### src/rtl/h_mux16_arbiter.sv
// h_mux16_arbiter: round-robin arbiter sharing one 16-bit datapath between
// two valid/ready requesters (A and B). A grant is held for a whole burst,
// ended by last_x. The grant steers the select of an h_mux16 instance.
//
// Optional feature: define H_ARB_BURST_LIMIT_EN to also end a burst after
// MAX_BURST beats, bounding the wait of the other requester.
//
// Ports:
//   clk              rising-edge clock
//   reset            synchronous active-high reset
//   req_a / req_b    requester has a beat available
//   data_a / data_b  requester beat data (16 bits)
//   last_a / last_b  current beat is the final beat of the burst
//   gnt_a / gnt_b    registered grants
//   sel              registered mux select (0 = A, 1 = B)
//   out_valid        downstream valid (granted side is requesting)
//   out_data         selected beat data (combinational)
//   out_ready        downstream accepts the beat this cycle

// 16-bit two-way mux: sel = 0 passes a, sel = 1 passes b.
module h_mux16 (
    input  logic [15:0] a,
    input  logic [15:0] b,
    input  logic        sel,
    output logic [15:0] out
);
    assign out = sel ? b : a;
endmodule

module h_mux16_arbiter #(
    parameter int unsigned MAX_BURST = 8
) (
    input  logic        clk,
    input  logic        reset,
    input  logic        req_a,
    input  logic        req_b,
    input  logic [15:0] data_a,
    input  logic [15:0] data_b,
    input  logic        last_a,
    input  logic        last_b,
    output logic        gnt_a,
    output logic        gnt_b,
    output logic        sel,
    output logic        out_valid,
    output logic [15:0] out_data,
    input  logic        out_ready
);

    localparam logic [1:0] IDLE    = 2'd0;
    localparam logic [1:0] GRANT_A = 2'd1;
    localparam logic [1:0] GRANT_B = 2'd2;

    // A burst counter of clog2(MAX_BURST) bits needs at least two beats.
    if (MAX_BURST < 2) begin : g_bad_max_burst
        $error("h_mux16_arbiter: MAX_BURST must be at least 2");
    end

    logic [1:0] state;
    logic [1:0] state_nxt;
    logic       prio;
    logic       prio_nxt;
    logic       beat_a;
    logic       beat_b;
    logic       end_a;
    logic       end_b;

    // Winner of the current requests given a priority pointer.
    function automatic logic [1:0] arbitrate(input logic ra, input logic rb,
                                             input logic p);
        if (ra && rb) return p ? GRANT_B : GRANT_A;
        if (ra)       return GRANT_A;
        if (rb)       return GRANT_B;
        return IDLE;
    endfunction

    assign beat_a = (state == GRANT_A) & req_a & out_ready;
    assign beat_b = (state == GRANT_B) & req_b & out_ready;

`ifdef H_ARB_BURST_LIMIT_EN
    localparam int unsigned CNT_W = $clog2(MAX_BURST);

    logic [CNT_W-1:0] beat_cnt;
    logic [CNT_W-1:0] beat_cnt_nxt;
    logic             at_limit;

    // The beat being accepted now is beat number MAX_BURST of this grant.
    assign at_limit = (beat_cnt == CNT_W'(MAX_BURST - 1));
    assign end_a    = beat_a & (last_a | at_limit);
    assign end_b    = beat_b & (last_b | at_limit);
`else
    assign end_a    = beat_a & last_a;
    assign end_b    = beat_b & last_b;
`endif

    // Next-state, priority and burst-counter logic.
    always_comb begin
        state_nxt = state;
        prio_nxt  = prio;
`ifdef H_ARB_BURST_LIMIT_EN
        beat_cnt_nxt = beat_cnt;
`endif
        case (state)
            IDLE: begin
                state_nxt = arbitrate(req_a, req_b, prio);
`ifdef H_ARB_BURST_LIMIT_EN
                beat_cnt_nxt = '0;
`endif
            end
            GRANT_A: begin
                if (end_a) begin
                    // Hand priority to B before re-arbitrating.
                    prio_nxt  = 1'b1;
                    state_nxt = arbitrate(req_a, req_b, 1'b1);
`ifdef H_ARB_BURST_LIMIT_EN
                    beat_cnt_nxt = '0;
                end else if (beat_a) begin
                    beat_cnt_nxt = beat_cnt + CNT_W'(1);
`endif
                end
            end
            GRANT_B: begin
                if (end_b) begin
                    prio_nxt  = 1'b0;
                    state_nxt = arbitrate(req_a, req_b, 1'b0);
`ifdef H_ARB_BURST_LIMIT_EN
                    beat_cnt_nxt = '0;
                end else if (beat_b) begin
                    beat_cnt_nxt = beat_cnt + CNT_W'(1);
`endif
                end
            end
            default: begin
                state_nxt = IDLE;
            end
        endcase
    end

    // State, priority and registered grant/select outputs.
    always_ff @(posedge clk) begin
        if (reset) begin
            state <= IDLE;
            prio  <= 1'b0;
            gnt_a <= 1'b0;
            gnt_b <= 1'b0;
            sel   <= 1'b0;
`ifdef H_ARB_BURST_LIMIT_EN
            beat_cnt <= '0;
`endif
        end else begin
            state <= state_nxt;
            prio  <= prio_nxt;
            gnt_a <= (state_nxt == GRANT_A);
            gnt_b <= (state_nxt == GRANT_B);
            // Select only moves when a new grant is issued; IDLE keeps it.
            if (state_nxt == GRANT_A) begin
                sel <= 1'b0;
            end else if (state_nxt == GRANT_B) begin
                sel <= 1'b1;
            end
`ifdef H_ARB_BURST_LIMIT_EN
            beat_cnt <= beat_cnt_nxt;
`endif
        end
    end

    assign out_valid = (gnt_a & req_a) | (gnt_b & req_b);

    h_mux16 u_mux (
        .a   (data_a),
        .b   (data_b),
        .sel (sel),
        .out (out_data)
    );

endmodule

### config.mk
export PLATFORM = sky130hd
export DESIGN_NAME = h_mux16_arbiter
export DESIGN_NICKNAME = d
export VERILOG_FILES = /design/src/rtl/h_mux16_arbiter.sv
export SDC_FILE = /design/constraint.sdc
export NUM_CORES = 1
export LEC_CHECK = 0
export CAP_MARGIN = 10
export CORE_MARGIN = 2
export CORE_UTILIZATION = 29
export DETAILED_ROUTE_END_ITERATION = 6
export PLACE_DENSITY = 0.83
export SYNTH_ARGS = -nofsm -noshare
export SYNTH_HDL_FRONTEND = slang
export SYNTH_HIERARCHICAL = 1
export SYNTH_SLANG_ARGS = --single-unit
### constraint.sdc
create_clock -name clk -period 1.7 [get_ports clk]
set_input_delay 0.17 -clock clk [delete_from_list [all_inputs] [get_ports clk]]
set_output_delay 0.17 -clock clk [all_outputs]
set_load 0.02 [all_outputs]
---- Yosys cells after proc, flatten, opt, wreduce, memory -nomap -nowiden ----
Cells that the tools add are included.
word-level totals
  bits in registers ....................... 6
  input bits .............................. 39
  word-level logic and storage cells ...... 78
cells by class
  equality and inequality tests ........... 6
  mux-type cells .......................... 53
  bitwise gates (word level) .............. 9
  reductions and logical operators ........ 5
operators by type and width
  kind                                                 number
  2-to-1 mux 2 bit                                     21
  2-to-1 mux 1 bit                                     29
  2-to-1 mux 16 bit                                    1
  bitwise AND 1 bit                                    8
  case mux 2 bit (3 select lines)                      1
  equality test 2 x 1 -> 1 bit, second input constant  2
  equality test 2 bit, second input constant           2
  != test 2 bit, second input constant                 2
  AND reduction 3 bit                                  1
  zero test 2 bit                                      1
  case mux 1 bit (2 select lines)                      1
  nonzero test 2 bit                                   1
  OR reduction 2 bit                                   1
  logical AND 1 bit                                    1
  bitwise OR 1 bit                                     1

---- Logic depth before layout (Yosys ltp) ----
Gate-level depths: netlist of the first run.
  depth after elaboration ................. 20
  depth in mapped cells ................... 4
  depth with buffers taken out ............ 4

---- By module ----
Netlist of the first run, hierarchy kept.
modules (own cells, without submodules)
  module           times used  cells an instance  area an instance (um^2)  seq. area each (um^2)
  h_mux16_arbiter  1           33                 275.3                    120.1
  h_mux16          1           18                 249.0                    0.0

---- Worst setup path before layout of the first run ----
Ideal clock, no wire load.
  kind .................................... reg-to-output
  start ................................... register sel
  end ..................................... output out_data[10]
  arrival ................................. 1,090 ps
  required time ........................... 1,530 ps
  path slack .............................. 440 ps
  stages on the path, launching flop included .. 4
  path buffers ............................ 2
  cell sequence ........................... dfxtp_1 -> buf_6 -> buf_12 -> mux2_4
between the ends
  cells in the longest elaborated chain, start to end .. 1
RTL lines
  what                      RTL line  source
  start: declaration        43        output logic sel,
  start signal: assignment  145       sel <= 1'b0;
  start signal: assignment  156       sel <= 1'b0;
  start signal: assignment  158       sel <= 1'b1;
  2-to-1 mux 16 bit         27        assign out = sel ? b : a;
  end: declaration          45        output logic [15:0] out_data,
Every way passes these cells.

---- Worst setup path in the final report of the first run ----
  start ................................... input req_b
  end ..................................... output out_valid
between the ends
  cells in the longest elaborated chain, start to end .. 2
RTL lines
  what                RTL line  source
  start: declaration  36        input logic req_b,
  bitwise AND 1 bit   166       assign out_valid = (gnt_a & req_a) | (gnt_b & req_b);
  bitwise OR 1 bit    166
  end: declaration    44        output logic out_valid,
Every way passes these cells.

==> key figures, run 1 <==
Status
  • Status: finished clean

Power
  • Total power: 647.9 uW
  • P per Cell Area: 574.1 nW/um2
  • Leakage power: 0.0004684 uW
  • Peak supply drop: 0.7285 mV

Global routing
  • First-pass GRT wire length: 2587 um
  • Total Routing Usage GR: 0.1672
  • Grt ovf: 0
  • Vias in the first global route: 639
  • Largest net degree at the start of global routing: 17
  • Initial antenna violation count: 0

Timing
  • Final Hold Vio Count: 0
  • Slew margin rel.: 0.8363
  • RSZ-0062 raised after global routing: no
  • Period utilization: 0.9776
  • Setup TNS: 0 ns
  • Max-slew violations: 0
  • Final setup vio count: 0
  • Worst Tran Pin Value: 0.2455 ns
  • PnR worst setup slack: 0.03801 ns
  • Max Fclk: 601.7 MHz
  • Final min period: 1.662 ns
  • Clock Skew: 0.001363 ns

Yosys
  • Synth top cells by count: mux2_4 (10), dfxtp_1 (6), mux2_2 (6)
  • Post-synth top area share: 0.2864
  • Main area contributors after synthesis: mux2_4 (29%), dfxtp_1 (23%), mux2_2 (13%)
  • Seq/Total Area, Yosys: 0.2291
  • Cells after synthesis: 51
  • Syn Std Cell Area: 524.3 um2
  • #FFs+latches synth: 6
  • Post-synthesis async set-or-reset flop share: 0
  • Ys flop type: dfxtp_1
  • Syn. warnings: 6
  • Yosys top cell by area: mux2_4
  • Post-synth EDFFs: 0
  • Count leader, synth: mux2_4
  • Synth unique cells: 22
  • Syn Area/Cell: 10.28 um2
  • Net Count, Synth: 90

Worst setup path
  • Critical path arrival: 1.49 ns
  • Crit-path cells: clkdlybuf4s50_1 -> a22o_1 -> clkdlybuf4s50_1
  • R2r setup slk: 0.41 ns
  • Critical path's slowest cell: clkdlybuf4s50_1
  • CP Data Required Time: 1.53 ns
  • CP Buf/Inv Count: 2
  • Endpoint type of the worst setup path: primary output
  • CP delay by family, top: buffers and inverters
  • CP max FO: 6
  • R2R depth: 4
  • Startpoint types: input pin
  • Kind of critical path: in2out
  • RR Endpoint: gnt_a
  • R2r startpoint: state[1]
  • CP dominant cell by count: clkdlybuf4s50_1
  • Launch point of the critical path: req_b
  • CP max stage delay: 0.60 ns

CTS
  • CTS tree: yes
  • CTS sink count: 6
  • CTS Buffer Depth: 2
  • Skew-Pair Late Insertion Delay: 0.23 ns
  • Cts hold-fix bufs: 0
  • Clock-pin slew on the worst setup and hold paths: 0.05 ns
  • Max H-tree Level: 1
  • CTS Buf Count: 3
  • Clock root cell: clkbuf_4

Routing
  • Iter 0 DRT Violations: 5
  • Vias post-DR: 625
  • DRT Wirelength: 1732 um
  • Post-route met1 wirelength: 564 um
  • Met2 wire length: 957 um
  • Highest metal used: met4
  • Met3 wire len: 198 um
  • Drt drc: 0
  • Remaining antenna violation count: 0
  • DR WL/cell: 12.74 um
  • Vias per std cell: 4.596
  • Pre-antenna DRT Iters: 3

Layout
  • Post-layout instance count excluding filler cells: 136
  • Total Nets Final: 152
  • Final core utilization: 0.6608
  • Final-layout fill cell count: 159
  • Ant. Diodes: 0
  • Layout area overhead: 115.3%
  • Layout cells sized above 1: 0.2162

Placement
  • Final Wtd Congestion: 0.8400
  • Placement Setup Slack: 0.04693 ns
  • PortBufs: 58
  • HPWL Detailed: 1503 um
  • Inst Count DP: 133

Run
  • Max-cap violations: 0

Die
  • Die area: 2164 um2
  • Row cnt: 15
  • Initial Util: 0.3070
  • Die Y: 46.52 um
  • I/O pin count: 59
  • CORE AREA: 1708 um2
  • Die Wd: 46.52 um

Hold path
  • HP Start: sel
  • Hold Crit Endpoint: sel
  • Worst Hold Depth: 2
  • Hold crit path type: reg2reg
-- layout make-up --
type	instances	area (um2)	share of cell area
Clock buffer	3	22.52	0.01996
Inverter	3	11.26	0.009978
Multi-Input combinational cell	40	361.6	0.3204
Sequential cell	6	121.4	0.1075
Tap cell	25	31.28	0.02772
Timing Repair Buffer	59	580.6	0.5144
-- power by group --
part / internal, uW / leakage (uW) / switching (uW) / total [uW]
registers: 155 / 0.0000498 / 12.8 / 168
clock network: 79.6 / 0.0000138 / 47.6 / 127
logic: 210 / 0.000405 / 143 / 353
total: 445 / 0.000468 / 203 / 648
-- how the worst max path moves through the flow --
stage                   endpoint  slack, ns  depth (start not counted)
floorplan           out_data[10]       0.44                          3
global placement       out_valid       0.05                          3
detailed placement     out_valid       0.05                          3
CTS                 out_data[15]       0.04                          3
global route           out_valid     0.0002                          3
finish                 out_valid       0.04                          3
-- flip-flops by register name, summed over array words and instances (netlist names) --
name / flops
state: 2
sel: 1
gnt_a: 1
gnt_b: 1
prio: 1
-- cell families after synthesis --
group / Yosys count / share of synthesized area
DFF: 6 / 0.2291
muxes: 16 / 0.4153
AOI/OAI and AO/OA: 10 / 0.1504
buffers and inverters: 5 / 0.08114
and+or+nand+nor: 14 / 0.1241
-- through the flow --
stage / hold WS, ns / cell area [um2]
finish: 0.4838 / 1129
detailed placement: 0.5015 / 1125
floorplan: 0.2391 / 524.3
global route: 0.5018 / 1129
global placement: 0.4983 / 1125
CTS: 0.5069 / 1127
-- worst reg2reg max path: cells and delay by family (launching register included) --
kind                   cells  cell delay (ns)
and+or+nand+nor            1             0.17
AOI/OAI and AO/OA          2             0.60
buffers and inverters      1             0.08
DFF                        1             0.37
-- routing by layer --
layer | global-route usage | up-vias
li1 | - | 306
met1 | 0.1508 | 287
met2 | 0.3333 | 30
met3 | 0.05490 | 2
met4 | 0.06286 | 0
met5 | 0 | -
-- cell usage in the layout, fill, tap and decap left out, types with 2 or more instances in the layout --
cell type / instances
clkdlybuf4s50_1: 42
dlygate4sd2_1: 16
mux2_4: 10
mux2_2: 6
nor2_1: 5
dfxtp_1: 5
nand2_1: 3
clkbuf_4: 3
a21oi_1: 2
inv_2: 2
nand3_1: 2
o21ai_0: 2
-- what timing repair did --
item                       in CTS  in global routing
cloned                          0                  0
setup endpoints to repair      16                  1
resized for setup              16                  1
setup buffers                   0                  0
(Power assumes the default switching activity.)
==> run 2: changes to the inputs <==
--- a/config.mk
+++ b/config.mk
@@ -7,9 +7,10 @@
 export LEC_CHECK = 0
 export CAP_MARGIN = 10
 export CORE_MARGIN = 2
-export CORE_UTILIZATION = 29
+export CORE_UTILIZATION = 30
+export CTS_BUF_LIST = sky130_fd_sc_hd__clkbuf_4 sky130_fd_sc_hd__clkbuf_8
 export DETAILED_ROUTE_END_ITERATION = 6
-export PLACE_DENSITY = 0.83
+export PLACE_DENSITY = 0.86
 export SYNTH_ARGS = -nofsm -noshare
 export SYNTH_HDL_FRONTEND = slang
 export SYNTH_HIERARCHICAL = 1
==> key figures, run 2 (synthesis results as in run 1) <==
Global routing
  • Largest net degree at the start of global routing: 19
  • First-pass GRT wire length: 2546 um
  • Grt ovf: 0
  • Vias in the first global route: 632
  • Initial antenna violation count: 0
  • Total Routing Usage GR: 0.1716

Routing
  • Remaining antenna violation count: 0
  • DR WL/cell: 13.13 um
  • Pre-antenna DRT Iters: 5
  • Vias per std cell: 5.116
  • Vias post-DR: 660
  • Iter 0 DRT Violations: 10
  • Drt drc: 0
  • DRT Wirelength: 1694 um

Power
  • Logic pwr share: 0.539
  • Peak supply drop: 0.3805 mV
  • Leakage power: 0.0004728 uW
  • Reported net switching power: 213.6 uW
  • Clock share of power: 0.207
  • Sequential Power Share: 0.254
  • P per Cell Area: 586.3 nW/um2
  • Cell Int Power: 445.9 uW
  • Sw Share: 0.3239

Die
  • Die area: 2098 um2
  • Row cnt: 15
  • I/O pin count: 59
  • Initial Util: 0.3104
  • Die Wd: 45.81 um
  • CORE AREA: 1689 um2
  • Die Y: 45.81 um

Layout
  • Total Nets Final: 153
  • Biggest register: state
  • Reg area: 120.1 um2
  • Area of the multi-input gates: 361.6 um2
  • Layout cells sized above 1: 0.2143
  • Commonest non-fill, non-tap cell in the layout: clkdlybuf4s50_1
  • Most frequent cells in the layout: clkdlybuf4s50_1 (42), dlygate4sd2_1 (16), mux2_4 (10)
  • Max reg flops: 2
  • Final-layout fill cell count: 139
  • Final core utilization: 0.6659
  • Ant. Diodes: 0
  • Post-layout instance count excluding filler cells: 129
  • Layout area overhead: 114.6%

CTS
  • Clock-pin slew on the worst setup and hold paths: 0.04 ns
  • CTS Buffer Depth: 2
  • CTS sink count: 6
  • Max H-tree Level: 1
  • CTS Buf Count: 3
  • Cts hold-fix bufs: 0
  • Skew-Pair Late Insertion Delay: 0.25 ns
  • Postcts setup bufs: 0
  • Clock root cell: clkbuf_4
  • CTS tree: yes
  • Post-cts sizing count: 16

Timing
  • Setup TNS: 0 ns
  • PnR worst setup slack: 0.03557 ns
  • Period utilization: 0.9791
  • Clock Skew: 0.002096 ns
  • Final min period: 1.664 ns
  • Slew margin rel.: 0.8037
  • Final setup vio count: 0
  • RSZ-0062 raised after global routing: no
  • Max Fclk: 600.8 MHz
  • Final Hold Vio Count: 0
  • Max-slew violations: 0
  • Worst Tran Pin Value: 0.2944 ns
  • Min Hold Slack: 0.5355 ns

Worst setup path
  • CP Data Required Time: 1.53 ns
  • RR Endpoint: gnt_a
  • Kind of critical path: in2out
  • Endpoint type of the worst setup path: primary output
  • Launch point of the critical path: req_a
  • R2R depth: 4
  • CP max FO: 4
  • R2r setup slk: 0.38 ns
  • Endpoint of the most critical setup path: out_valid
  • Startpoint types: input pin
  • Critical path arrival: 1.49 ns
  • R2r startpoint: state[1]

Placement
  • HPWL Detailed: 1380 um
  • PortBufs: 58
  • Inst Count DP: 126
  • Final Wtd Congestion: 0.8028
  • Placement Setup Slack: 0.03084 ns

Run
  • Max-cap violations: 0

Hold path
  • Hold crit path type: reg2reg

Status
  • Status: finished clean
==> run 2: critical path, cell delays in order <==
cell             delay (ns)
clkdlybuf4s50_1        0.54
a22o_1                 0.17
clkdlybuf4s50_1        0.61
==> run 2: cell type report <==
type / count / area share
clock buffer: 3 / 0.02002
sequential: 6 / 0.1068
timing repair buffer: 60 / 0.5228
multi-input combinational: 40 / 0.3215
tap: 17 / 0.01891
inverter: 3 / 0.01001
==> run 2: how the worst min path moves through the flow <==
stage | from | endpoint | depth (start not counted)
global route | prio | prio | 2
floorplan | reset | prio | 1
detailed placement | prio | prio | 2
CTS | prio | prio | 2
global placement | prio | prio | 2
finish | prio | prio | 2
==> run 2: power by group through the flow <==
stage          Clock (uW)  Sequential, uW  Combinational (uW)
2_1_floorplan           0             176                 186
3_3_place_gp            0             169                 379
3_5_place_dp            0             169                 385
4_1_cts               140             167                 358
5_1_grt               148             169                 378
6_report              137             167                 355
==> run 2: per-layer routing <==
metal	GRT usage	share of wire	vias up
li1	-	-	309
met1	0.1627	0.38	295
met2	0.2901	0.45	50
met3	0.09127	0.14	6
met4	0.1029	0.026	0
met5	0	0	-
==> run 2: per-stage QoR <==
step           cell area, um2  power, uW
5_1_grt                  1125      694.4
4_1_cts                  1125      664.1
3_3_place_gp             1122      547.3
3_5_place_dp             1122      554.4
6_report                 1125      659.5
2_1_floorplan           524.3      361.6
==> run 3: changes to the inputs <==
--- a/config.mk
+++ b/config.mk
@@ -11,6 +11,7 @@
 export CTS_BUF_LIST = sky130_fd_sc_hd__clkbuf_4 sky130_fd_sc_hd__clkbuf_8
 export DETAILED_ROUTE_END_ITERATION = 6
 export PLACE_DENSITY = 0.86
+export RECOVER_POWER = 25
 export SYNTH_ARGS = -nofsm -noshare
 export SYNTH_HDL_FRONTEND = slang
 export SYNTH_HIERARCHICAL = 1
==> key figures, run 3 (synthesis results as in run 1) <==
CTS
  • Cts hold-fix bufs: 0
  • CTS tree: yes
  • Skew-Pair Late Insertion Delay: 0.25 ns
  • Post-cts sizing count: 16
  • CTS sink count: 6
  • Max H-tree Level: 1
  • Clock root cell: clkbuf_4
  • CTS Buf Count: 3
  • CTS Buffer Depth: 2
  • Postcts setup bufs: 0
  • Clock-pin slew on the worst setup and hold paths: 0.04 ns

Routing
  • DRT Wirelength: 1664 um
  • DR WL/cell: 12.90 um
  • Drt drc: 0
  • Vias post-DR: 654
  • Iter 0 DRT Violations: 10
  • Pre-antenna DRT Iters: 4
  • Remaining antenna violation count: 0
  • Vias per std cell: 5.070

Global routing
  • Largest net degree at the start of global routing: 19
  • Total Routing Usage GR: 0.1716
  • Grt ovf: 0
  • First-pass GRT wire length: 2546 um
  • Initial antenna violation count: 0
  • Vias in the first global route: 632

Die
  • Row cnt: 15
  • Die Wd: 45.81 um
  • Die Y: 45.81 um
  • I/O pin count: 59
  • Die area: 2098 um2
  • CORE AREA: 1689 um2
  • Initial Util: 0.3104

Layout
  • Final core utilization: 0.6622
  • Total Nets Final: 153
  • Commonest non-fill, non-tap cell in the layout: clkdlybuf4s50_1
  • Layout cells sized above 1: 0.2054
  • Most frequent cells in the layout: clkdlybuf4s50_1 (40), dlygate4sd2_1 (16), mux2_4 (10)
  • Biggest register: state
  • Layout area overhead: 113.4%
  • Final Cell Area: 1119 um2
  • Ant. Diodes: 0
  • Max reg flops: 2

Timing
  • Slew margin rel.: 0.7146
  • Final min period: 1.665 ns
  • Min Hold Slack: 0.5313 ns
  • Final setup vio count: 0
  • Setup TNS: 0 ns
  • Clock Skew: 0.001899 ns
  • Period utilization: 0.9792
  • RSZ-0062 raised after global routing: no
  • Max-slew violations: 0
  • Worst Tran Pin Value: 0.4282 ns
  • Max Fclk: 600.7 MHz
  • Final Hold Vio Count: 0

Worst setup path
  • Kind of critical path: in2out
  • CP max FO: 4
  • Crit-path cells: clkdlybuf4s50_1 -> a22o_1 -> clkdlybuf4s50_1
  • Startpoint types: input pin
  • R2r setup slk: 0.30 ns
  • Endpoint type of the worst setup path: primary output
  • Critical path's slowest cell: clkdlybuf4s50_1
  • CP Data Required Time: 1.53 ns
  • CP dominant cell by count: clkdlybuf4s50_1
  • CP max stage delay: 0.62 ns
  • Critical path arrival: 1.49 ns

Placement
  • HPWL Detailed: 1380 um
  • Final Wtd Congestion: 0.8028
  • PortBufs: 58
  • Placed cell areas: 1122 um2

Power
  • Total power: 653.3 uW
  • P per Cell Area: 584.0 nW/um2
  • Peak supply drop: 0.3763 mV
  • Leakage power: 0.0004766 uW

Run
  • Max-cap violations: 0

Status
  • Status: finished clean

Hold path
  • Hold crit path type: reg2reg
run 3: cell types whose count changed in the layout (fill, tap and decap cells not counted), sizes merged:
cell / change
clkdlybuf4s50: -2
dlygate4sd3: +2
run 3: per-layer routing:
layer	track usage	wire, um	up-vias
met5	0	0	-
met4	0.1029	44	0
met3	0.09127	225	6
met2	0.2901	765	45
met1	0.1627	629	294
li1	-	-	309
run 3: area by class of cell:
type | count | area [um2]
inverters | 3 | 11.26
fillers | 141 | 570.5
well taps | 17 | 21.27
repair buffers | 60 | 588.1
multi-input cells | 40 | 355.3
flip-flops and latches | 6 | 120.1
clock buffers | 3 | 22.52
run 3: through the flow:
stage	instances	setup WS [ns]
2_1_floorplan	51	0.4401
3_3_place_gp	126	0.08068
3_5_place_dp	126	0.03084
4_1_cts	129	0.02632
5_1_grt	129	0.01611
6_report	129	0.03535
run 3: power breakdown:
part | switching [uW] | leakage (uW) | internal, uW | total (uW)
registers | 12.6 | 0.0000494 | 154 | 167
clock network | 56.2 | 0.0000138 | 80.2 | 136
logic | 142 | 0.000413 | 208 | 350
total | 211 | 0.000477 | 443 | 653
run 3: critical path, delay by kind of cell:
family	cells	cell delay [ns]
AOI/OAI and AO/OA	1	0.17
buffers and inverters	2	1.16
run 3: final timing paths:
path	start	endpoint	depth (start not counted)
worst max-delay path	req_a	out_valid	3
worst min-delay path	prio	prio	2
worst max register to register	state[1]	gnt_a	4
worst min register to register	prio	prio	2
